==> src/rtl/or1200_alarm_ctrl.sv <==
// or1200_alarm_ctrl: filters checker failures, raises a held alarm IRQ with a latched syndrome, escalates to a sticky halt.
// Latency: FILT_CYC cycles from the first failing sample to alarm_irq; all outputs are registered.
// Backpressure: none; the alarm is held until alarm_ack. In lockout, ack and mask writes are ignored until reset.
//
// Ports:
//   clk, rst (async, active-low)      clock and reset
//   chk_ok[5:0]                       checker pass bits {supv, dmmu_fault, immu_fault, mmus, pipeline, sr}
//   alarm_ack                         one-cycle acknowledge from the exception handler
//   cfg_we / cfg_mask / cfg_supv      enable-mask write port (supervisor only, only while idle)
//   alarm_irq, syndrome, alarm_cnt    alarm request, accumulated failing checkers, acknowledged-alarm count
//   cpu_halt, cfg_err, mask           sticky halt, rejected-write pulse, current enable mask
//
// Build option: define OR1200_ALARM_LOCKOUT_EN to include the LOCKOUT state
// (cpu_halt after MAX_ALARMS acknowledged alarms). Without it, cpu_halt is tied to 0.

module or1200_alarm_ctrl #(
    parameter int unsigned FILT_CYC   = 2,
    parameter int unsigned MAX_ALARMS = 3
) (
    input  logic       clk,
    input  logic       rst,
    input  logic [5:0] chk_ok,
    input  logic       alarm_ack,
    input  logic       cfg_we,
    input  logic [5:0] cfg_mask,
    input  logic       cfg_supv,
    output logic       alarm_irq,
    output logic [5:0] syndrome,
    output logic [3:0] alarm_cnt,
    output logic       cpu_halt,
    output logic       cfg_err,
    output logic [5:0] mask
);

    // Elaboration-time guard on the legal parameter ranges.
    if (FILT_CYC < 1 || FILT_CYC > 15) begin : g_bad_filt_cyc
        $error("or1200_alarm_ctrl: FILT_CYC must be in 1..15");
    end
    if (MAX_ALARMS < 1 || MAX_ALARMS > 15) begin : g_bad_max_alarms
        $error("or1200_alarm_ctrl: MAX_ALARMS must be in 1..15");
    end

    localparam logic [3:0] FILT_C = 4'(FILT_CYC);

    typedef enum logic [1:0] {
        ST_IDLE    = 2'd0,
        ST_PENDING = 2'd1,
        ST_ALARM   = 2'd2
`ifdef OR1200_ALARM_LOCKOUT_EN
        , ST_LOCKOUT = 2'd3
`endif
    } state_t;

`ifdef OR1200_ALARM_LOCKOUT_EN
    localparam logic [3:0] MAX_C = 4'(MAX_ALARMS);
`endif

    state_t     state_q, state_d;
    logic [3:0] filt_cnt_q, filt_cnt_d;
    logic [5:0] syndrome_q, syndrome_d;
    logic [3:0] alarm_cnt_q, alarm_cnt_d;
    logic [5:0] mask_q, mask_d;
    logic       alarm_irq_q, alarm_irq_d;
    logic       cfg_err_q, cfg_err_d;
`ifdef OR1200_ALARM_LOCKOUT_EN
    logic       cpu_halt_q, cpu_halt_d;
`endif

    logic [5:0] fail;
    logic       any_fail;
    logic [3:0] cnt_inc;
    logic [3:0] filt_inc;
    logic       in_lockout;
    logic       going_lockout;

    always_comb begin
        // Fail vector uses the registered mask, so an accepted write takes
        // effect on the following cycle's sample.
        fail     = ~chk_ok & mask_q;
        any_fail = |fail;
        cnt_inc  = (alarm_cnt_q == 4'hf) ? 4'hf : alarm_cnt_q + 4'd1;
        filt_inc = filt_cnt_q + 4'd1;

`ifdef OR1200_ALARM_LOCKOUT_EN
        in_lockout = (state_q == ST_LOCKOUT);
`else
        in_lockout = 1'b0;
`endif

        state_d       = state_q;
        filt_cnt_d    = filt_cnt_q;
        syndrome_d    = syndrome_q;
        alarm_cnt_d   = alarm_cnt_q;
        mask_d        = mask_q;
        cfg_err_d     = 1'b0;
        going_lockout = 1'b0;

        // Mask writes: only a supervisor write while fully idle is accepted.
        // A locked-out controller ignores the strobe entirely (no error pulse).
        if (cfg_we && !in_lockout) begin
            if (cfg_supv && (state_q == ST_IDLE)) begin
                mask_d = cfg_mask;
            end else begin
                cfg_err_d = 1'b1;
            end
        end

        case (state_q)
            ST_IDLE: begin
                if (any_fail) begin
                    filt_cnt_d = 4'd1;
                    syndrome_d = fail;
                    state_d    = (FILT_C == 4'd1) ? ST_ALARM : ST_PENDING;
                end
            end

            ST_PENDING: begin
                // Different checkers may fail in different cycles; only
                // the run of non-empty fail vectors must be unbroken.
                if (any_fail) begin
                    filt_cnt_d = filt_inc;
                    syndrome_d = syndrome_q | fail;
                    if (filt_inc == FILT_C) begin
                        state_d = ST_ALARM;
                    end
                end else begin
                    filt_cnt_d = 4'd0;
                    syndrome_d = 6'd0;
                    state_d    = ST_IDLE;
                end
            end

            ST_ALARM: begin
                if (alarm_ack) begin
                    alarm_cnt_d = cnt_inc;
`ifdef OR1200_ALARM_LOCKOUT_EN
                    going_lockout = (cnt_inc >= MAX_C);
`endif
                    if (going_lockout) begin
`ifdef OR1200_ALARM_LOCKOUT_EN
                        state_d    = ST_LOCKOUT;
`endif
                        syndrome_d = syndrome_q | fail;
                    end else begin
                        // Ack beats a concurrent failure; a persisting
                        // failure is re-sampled from IDLE next cycle.
                        state_d    = ST_IDLE;
                        syndrome_d = 6'd0;
                        filt_cnt_d = 4'd0;
                    end
                end else begin
                    syndrome_d = syndrome_q | fail;
                end
            end

`ifdef OR1200_ALARM_LOCKOUT_EN
            ST_LOCKOUT: begin
                // Frozen until reset.
                state_d = ST_LOCKOUT;
            end
`endif

            default: begin
                state_d    = ST_IDLE;
                filt_cnt_d = 4'd0;
                syndrome_d = 6'd0;
            end
        endcase

        // Outputs are registered from the next state so they line up with it.
        alarm_irq_d = (state_d == ST_ALARM) || going_lockout || in_lockout;
`ifdef OR1200_ALARM_LOCKOUT_EN
        cpu_halt_d  = (state_d == ST_LOCKOUT);
`endif
    end

    always_ff @(posedge clk or negedge rst) begin
        if (!rst) begin
            state_q     <= ST_IDLE;
            filt_cnt_q  <= 4'd0;
            syndrome_q  <= 6'd0;
            alarm_cnt_q <= 4'd0;
            mask_q      <= 6'b111111;
            alarm_irq_q <= 1'b0;
            cfg_err_q   <= 1'b0;
`ifdef OR1200_ALARM_LOCKOUT_EN
            cpu_halt_q  <= 1'b0;
`endif
        end else begin
            state_q     <= state_d;
            filt_cnt_q  <= filt_cnt_d;
            syndrome_q  <= syndrome_d;
            alarm_cnt_q <= alarm_cnt_d;
            mask_q      <= mask_d;
            alarm_irq_q <= alarm_irq_d;
            cfg_err_q   <= cfg_err_d;
`ifdef OR1200_ALARM_LOCKOUT_EN
            cpu_halt_q  <= cpu_halt_d;
`endif
        end
    end

    assign alarm_irq = alarm_irq_q;
    assign syndrome  = syndrome_q;
    assign alarm_cnt = alarm_cnt_q;
    assign cfg_err   = cfg_err_q;
    assign mask      = mask_q;
`ifdef OR1200_ALARM_LOCKOUT_EN
    assign cpu_halt  = cpu_halt_q;
`else
    assign cpu_halt  = 1'b0;
`endif

endmodule

==> config.mk <==
export PLATFORM = sky130hd
export DESIGN_NAME = or1200_alarm_ctrl
export DESIGN_NICKNAME = d
export VERILOG_FILES = /design/src/rtl/or1200_alarm_ctrl.sv
export SDC_FILE = /design/constraint.sdc
export NUM_CORES = 1
export LEC_CHECK = 0
export ABC_AREA = 1
export BUFFER_PORTS_ARGS = -buffer_cell sky130_fd_sc_hd__clkbuf_2
export CAP_MARGIN = 40
export CORE_ASPECT_RATIO = 1.1
export CORE_MARGIN = 4
export CORE_UTILIZATION = 46
export CTS_CLUSTER_DIAMETER = 150
export DETAILED_ROUTE_END_ITERATION = 6
export PLACE_DENSITY = 0.84
export SYNTH_ARGS = -nofsm -noshare
export SYNTH_HDL_FRONTEND = slang
export SYNTH_SLANG_ARGS = --single-unit
export TNS_END_PERCENT = 50
==> constraint.sdc <==
create_clock -name clk -period 1.1 [get_ports clk]
set_input_delay 0.055 -clock clk [delete_from_list [all_inputs] [get_ports clk]]
set_output_delay 0.055 -clock clk [all_outputs]
set_load 0.005 [all_outputs]
==> flow_metrics.tcl, run 1 <==
set metrics [dict create \
    setup_ws_ns -0.180 \
    synth_most_common_cell "nand2_1" \
    synth_ff_type "dfrtp_1" \
    synth_cells 144 \
    min_period_ns 1.28 \
    cts-root-buf "clkbuf_4" \
    worst-path-max-fanout 6 \
    synth_seq_cells 24 \
    cp-end-kind "register" \
    dieArea_mm2 0.00378 \
    cts_buffer_depth 2 \
    worstPathCellList "nand2_2 -> nand2_2 -> nor2_4 -> nand2_2 -> nand3_1 -> nand4_1" \
    gp_congestion 0.793 \
    first_iter_violations 87 \
    critPathMaxStageDelay_ns 0.41 \
    drcViolationCount 0 \
    clkSinkCount 24 \
    grt_pass1_wl_um 6240 \
    n_antenna_cell 0 \
    leakage_nw 1.08 \
    dr.pass1.iters 4 \
    worst_hold_path_type "in2reg" \
    stdcell_count 250 \
    hold_depth 4 \
    fin_crit_sh_pct 116 \
    ys_top_cells_by_count "27 x nand2_1, 18 x dfrtp_1, 18 x inv_1" \
    final_cell_area_mm2 0.00206 \
    io_buffers 34 \
    io-pin-count 36 \
    irDropWorstVdd_mv 1.88 \
    cp_data_arrival_time_ns 1.49 \
    via_per_inst 5.42 \
    drt-total-wl_um 3950 \
    drive_above_1_share_pct 55.3 \
    yosysUniqueCellTypes 31 \
    place_area_mm2 0.00174 \
    critical_path_buf_inv_count 0 \
    numCtsBuffers 3 \
    pre_cts_ws_ns -0.156 \
    antenna_found_initial 0 \
    nNetsFinal 238 \
    syn-cell-area_mm2 0.00132 \
    grt_usage_pct 21.1 \
    initial_core_util_pct 47.8 \
    avgSynthCellArea_um2 9.13 \
    yosys.area.top_type "dfrtp_1" \
    hp-start "alarm_ack" \
    ys_seq_area_share_pct 46.2 \
    cts_tree "yes" \
    worst-path-stages 6 \
    dp_hpwl_um 2300 \
    power_per_cell_area_mw_per_mm2 2580 \
    grt_max_degree 25 \
    setup_tns_ns -2.68 \
    fmax_mhz 781 \
    violations "negative setup slack" \
    synth-async-reset-ratio_pct 100 \
    rsz0062_at_grt "true" \
    core_mm2 0.00275 \
    vias 1356 \
    worstSetupPathType "reg2reg" \
    path_delay_family "simple AND/OR/NAND/NOR gates" \
    area_delta_synth_final_pct 56.7 \
    cp_slowest_cell "dfstp_2" \
    slew_viol_final 0 \
    die_w_um 59.0 \
    wl_per_cell_um 15.8 \
    post-place-cells 230 \
    grt-ovfl-total 0 \
    synth_top_cells_by_area "dfrtp_1 34%, dfstp_2 12%, nand2_1 7.7%" \
    cpMostUsedCell "nand2_2" \
    hold_ws_ns 0.102 \
    syn-num-nets 164 \
    crit_start "mask[3]" \
    clkSlewWorstSetupHoldPaths_ns 0.14 \
    drv_cap 0 \
    hold_violations 0 \
    status "finished with violations" \
    grt_pass1_vias 1397 \
    synth_top_area_share_pct 34.3 \
    die_h_um 64.1 \
    rows 20 \
    yosys_warnings 0 \
    ant_nets 0 \
    clkLatencyLatePin_ns 0.32 \
    synth_edf_count 0 \
    h-tree-depth 1 \
    setup_viol 29 \
    critPathRequiredTime_ns 1.31 \
    reg2regPathDepth 6 \
    r2r-start "mask[3]" \
    fin_skew_ns 0.00546 \
    cp-start-kind "register" \
]
[registers in the layout, summed over array words and instances, names as in the netlist]
name and count:
cfg_err 1, mask 6, filt_cnt_q 4, syndrome 6, alarm_cnt 4, state_q 2, alarm_irq 1
[worst paths after layout]
path                                       to  slack [ns]
worst min-delay path             alarm_cnt[0]        0.10
max in group asynchronous             mask[5]        0.68
min in group asynchronous             cfg_err        0.19
worst max register to register    syndrome[1]       -0.18
worst min register to register  filt_cnt_q[3]        0.56
worst max-delay path              syndrome[1]       -0.18
[stage by stage]
stage	power, mW	util (%)
floorplan	2.91	-
global route	5.66	74.9
finish	5.32	74.9
CTS	4.91	71.6
global placement	3.99	63.2
detailed placement	4.08	63.2
[layout make-up]
type                       count  area [um^2]
multi-input combinational     99          744
fill                         184          692
sequential                    24          611
timing repair buffer          69          543
inverter                      20         80.1
tap                           33         41.3
clock buffer                   4         36.3
timing repair inverter         1         5.00
[power by group]
group | switching (mW) | internal [mW] | total, mW
logic | 1.54 | 1.64 | 3.18
clock network | 0.278 | 0.202 | 0.480
registers | 0.339 | 1.32 | 1.66
[layer usage]
metal | track usage (%) | vias up | share of wire [%]
met5 | 0 | - | 0
met2 | 37.2 | 72 | 54
li1 | - | 626 | -
met1 | 25.9 | 648 | 37
met4 | 6.52 | 0 | 1.6
met3 | 3.43 | 10 | 7.2
[worst min-delay path: stages]
cell,delay (ns)
clkbuf_2,0.11
nand2_4,0.11
xor2_1,0.07
nand2_1,0.06
[layout by cell type (no fill, tap or decap), drive strengths merged]
cell / n
a21oi: 1
or2: 6
xor2: 2
xnor2: 1
mux2: 6
mux2i: 1
inv: 19
conb: 1
nand3b: 1
nor2: 5
clkbuf: 33
buf: 31
dfrtp: 18
nand2: 32
nor3: 1
dlygate4sd3: 9
ha: 3
nand3: 18
nor2b: 1
o2111ai: 1
nand4: 12
a21boi: 1
dfstp: 6
o21ai: 6
clkinv: 2
[cells by family after synthesis]
logic type / after synthesis / synth area share [%]
adders and majority gates: 3 / 2.85
AOI/OAI and AO/OA: 9 / 3.90
xor gates and xnor gates: 3 / 2.00
and+or+nand+nor: 75 / 32.2
other: 1 / 0.285
buffers and inverters: 22 / 6.66
muxes: 7 / 5.90
DFF: 24 / 46.2
[repair_timing]
action	CTS	global route
pin swaps	11	11
endpoints found under the setup margin	29	29
cloned	2	0
setup buffers	6	0
hold buffers	9	0
gates resized for setup	19	18
hold endpoints to repair	31	0
(Power assumes the default switching activity.)
==> inputs of run 2 (changes only) <==
REMOVE_ABC_BUFFERS = 1   (was default)
==> run 2 against run 1 <==
  * The run still ends with negative setup slack left
  * Via count shrank 3.8%
  * Utilization fell by 2.3 points
  * Power down 3.3%
  * Cell count stayed put
  * Setup slack better by 0.046 ns
  * Sequential share of layout area grew 0.80 points
  * Critical endpoint is now filt_cnt_q[3]
  * Largest cell class unchanged
==> flow_metrics.tcl, run 2 (synthesis results as in run 1) <==
set metrics [dict create \
    n_antenna_cell 0 \
    area_delta_synth_final_pct 52.0 \
    nNetsFinal 238 \
    initial_core_util_pct 47.8 \
    h-tree-depth 1 \
    worst-path-stages 7 \
    dp_hpwl_um 2220 \
    grt_usage_pct 19.8 \
    critical_path_buf_inv_count 0 \
    reg2reg_to "filt_cnt_q[3]" \
    cts_buffer_depth 2 \
    wl_met1_um 1360 \
    violations "negative setup slack" \
    grt_pass1_vias 1357 \
    grt-ovfl-total 0 \
    dieArea_mm2 0.00378 \
    drive_above_1_share_pct 52.5 \
    critPathMaxStageDelay_ns 0.40 \
    hp-start "alarm_ack" \
    min_period_ns 1.23 \
    drt-total-wl_um 3540 \
    status "finished with violations" \
    fin_crit_sh_pct 112 \
    drv_cap 0 \
    final_cell_area_mm2 0.00200 \
    irDropWorstVdd_mv 1.67 \
    clkPwrFrac_pct 9.3 \
    p_int_mw 3.10 \
    cpMostUsedCell "nand2_2" \
    path_delay_family "simple AND/OR/NAND/NOR gates" \
    slew_viol_final 0 \
    numCtsBuffers 3 \
    switching_power_mw 2.04 \
    route.met3.wl_um 174 \
    critPathRequiredTime_ns 1.35 \
    tightestPinTransition_ns 0.569 \
    fmax_mhz 811 \
    worst-path-max-fanout 5 \
    clkLatencyLatePin_ns 0.33 \
    hold_violations 0 \
    p_seq_share_pct 31.2 \
    vias 1304 \
    grt_max_degree 25 \
    switching_share_pct 39.8 \
    slew_headroom_pct 62.0 \
    io_buffers 34 \
    cts-root-buf "clkbuf_4" \
    hold_ws_ns 0.104 \
    rows 20 \
    fin_skew_ns 0.0131 \
    cp_slowest_cell "dfstp_2" \
    grt_pass1_wl_um 5870 \
    die_w_um 59.0 \
    drcViolationCount 0 \
    worst_hold_path_type "in2reg" \
    clkSinkCount 24 \
    ff2ff_setup_slack_ns -0.13 \
    leakage_nw 1.06 \
    first_iter_violations 31 \
    gp_congestion 0.766 \
    layout_common_cells "29 x clkbuf_2, 19 x buf_4, 18 x inv_1, 18 x dfrtp_1, 17 x nand2_1" \
    rsz0062_at_grt "true" \
    die_h_um 64.1 \
    worstPathCellList "nand2_2 -> nand2_2 -> nor2_4 -> nand3_2 -> nand2_2 -> nand2_1 -> o21ai_1" \
    antenna_found_initial 0 \
    via_per_inst 5.22 \
    power_per_cell_area_mw_per_mm2 2570 \
    dr.max_layer_used "met4" \
    cts_tree "yes" \
    pwr-share-comb_pct 59.5 \
    reg2regPathDepth 7 \
    crit_start "mask[0]" \
    worstSetupPathType "reg2reg" \
    layout_commonest_cell "clkbuf_2" \
    cp-start-kind "register" \
    wl_per_cell_um 14.2 \
    r2r-start "mask[0]" \
    ant_nets 0 \
    core_mm2 0.00275 \
    hold_depth 4 \
    setup_ws_ns -0.134 \
    dr.pass1.iters 4 \
    setup_viol 29 \
    wl_met2_um 1900 \
    cp_data_arrival_time_ns 1.49 \
    io-pin-count 36 \
    clkSlewWorstSetupHoldPaths_ns 0.14 \
    whs_endpoint "alarm_cnt[1]" \
    place_area_mm2 0.00170 \
    nFillCells 191 \
    cp-end-kind "register" \
]
-- run 2: cell types whose count changed in the layout (fill, tap and decap cells not counted), sizes merged --
cell | before | now
buf | 31 | 32
clkinv | 2 | 1
-- run 2: cell type report --
cell class | instances | area (um^2) | share of cell area (%)
Multi-Input combinational cell | 99 | 708 | 35.4
Sequential cell | 24 | 608 | 30.4
Timing Repair Buffer | 70 | 524 | 26.2
Inverter | 20 | 80.1 | 4.01
Tap cell | 33 | 41.3 | 2.07
Clock buffer | 4 | 36.3 | 1.82
-- run 2: how the worst max path moves through the flow --
stage / to
after detailed placement: filt_cnt_q[1]
final: filt_cnt_q[3]
after global placement: syndrome[0]
after global routing: filt_cnt_q[1]
after CTS: state_q[1]
after floorplan: mask[0]
-- run 2: metal layers --
layer  up-vias  GRT usage [%]
met2        44           35.5
met3        11           2.42
met5         -              0
met1       623           24.1
met4         0           6.23
li1        626              -
-- run 2: repair_timing --
action                                  CTS  global route
gates resized for setup                  27            12
hold buffers                              9             0
setup buffers                             2             1
endpoints found under the setup margin   29            29
hold endpoints to repair                 25             0
pin swaps                                26            11
cloned                                    1             0
-- run 2: tightest hold or removal path, cell delays in order --
cell and delay (ns):
clkbuf_2 0.11, nand2_4 0.10, mux2i_1 0.08, nand2_1 0.05
-- run 2: stage by stage --
step           power [mW]  instances  worst slack [ns]  utilization [%]  setup TNS (ns)
2_1_floorplan        2.79        142            -0.181                -           -2.66
3_3_place_gp         3.90        234            -0.154             61.8           -1.99
3_5_place_dp         3.98        234            -0.205             61.8           -2.43
4_1_cts              4.82        249           -0.0936             70.1           -1.58
5_1_grt              5.51        250            -0.211             72.6           -3.90
6_report             5.14        250            -0.134             72.6           -2.32
-- run 2: power by group through the flow --
stage	logic, mW	clock network [mW]	registers (mW)
floorplan	1.15	0	1.64
global placement	2.35	0	1.55
detailed placement	2.41	0	1.57
CTS	2.74	0.483	1.59
global route	3.33	0.535	1.64
finish	3.06	0.479	1.60
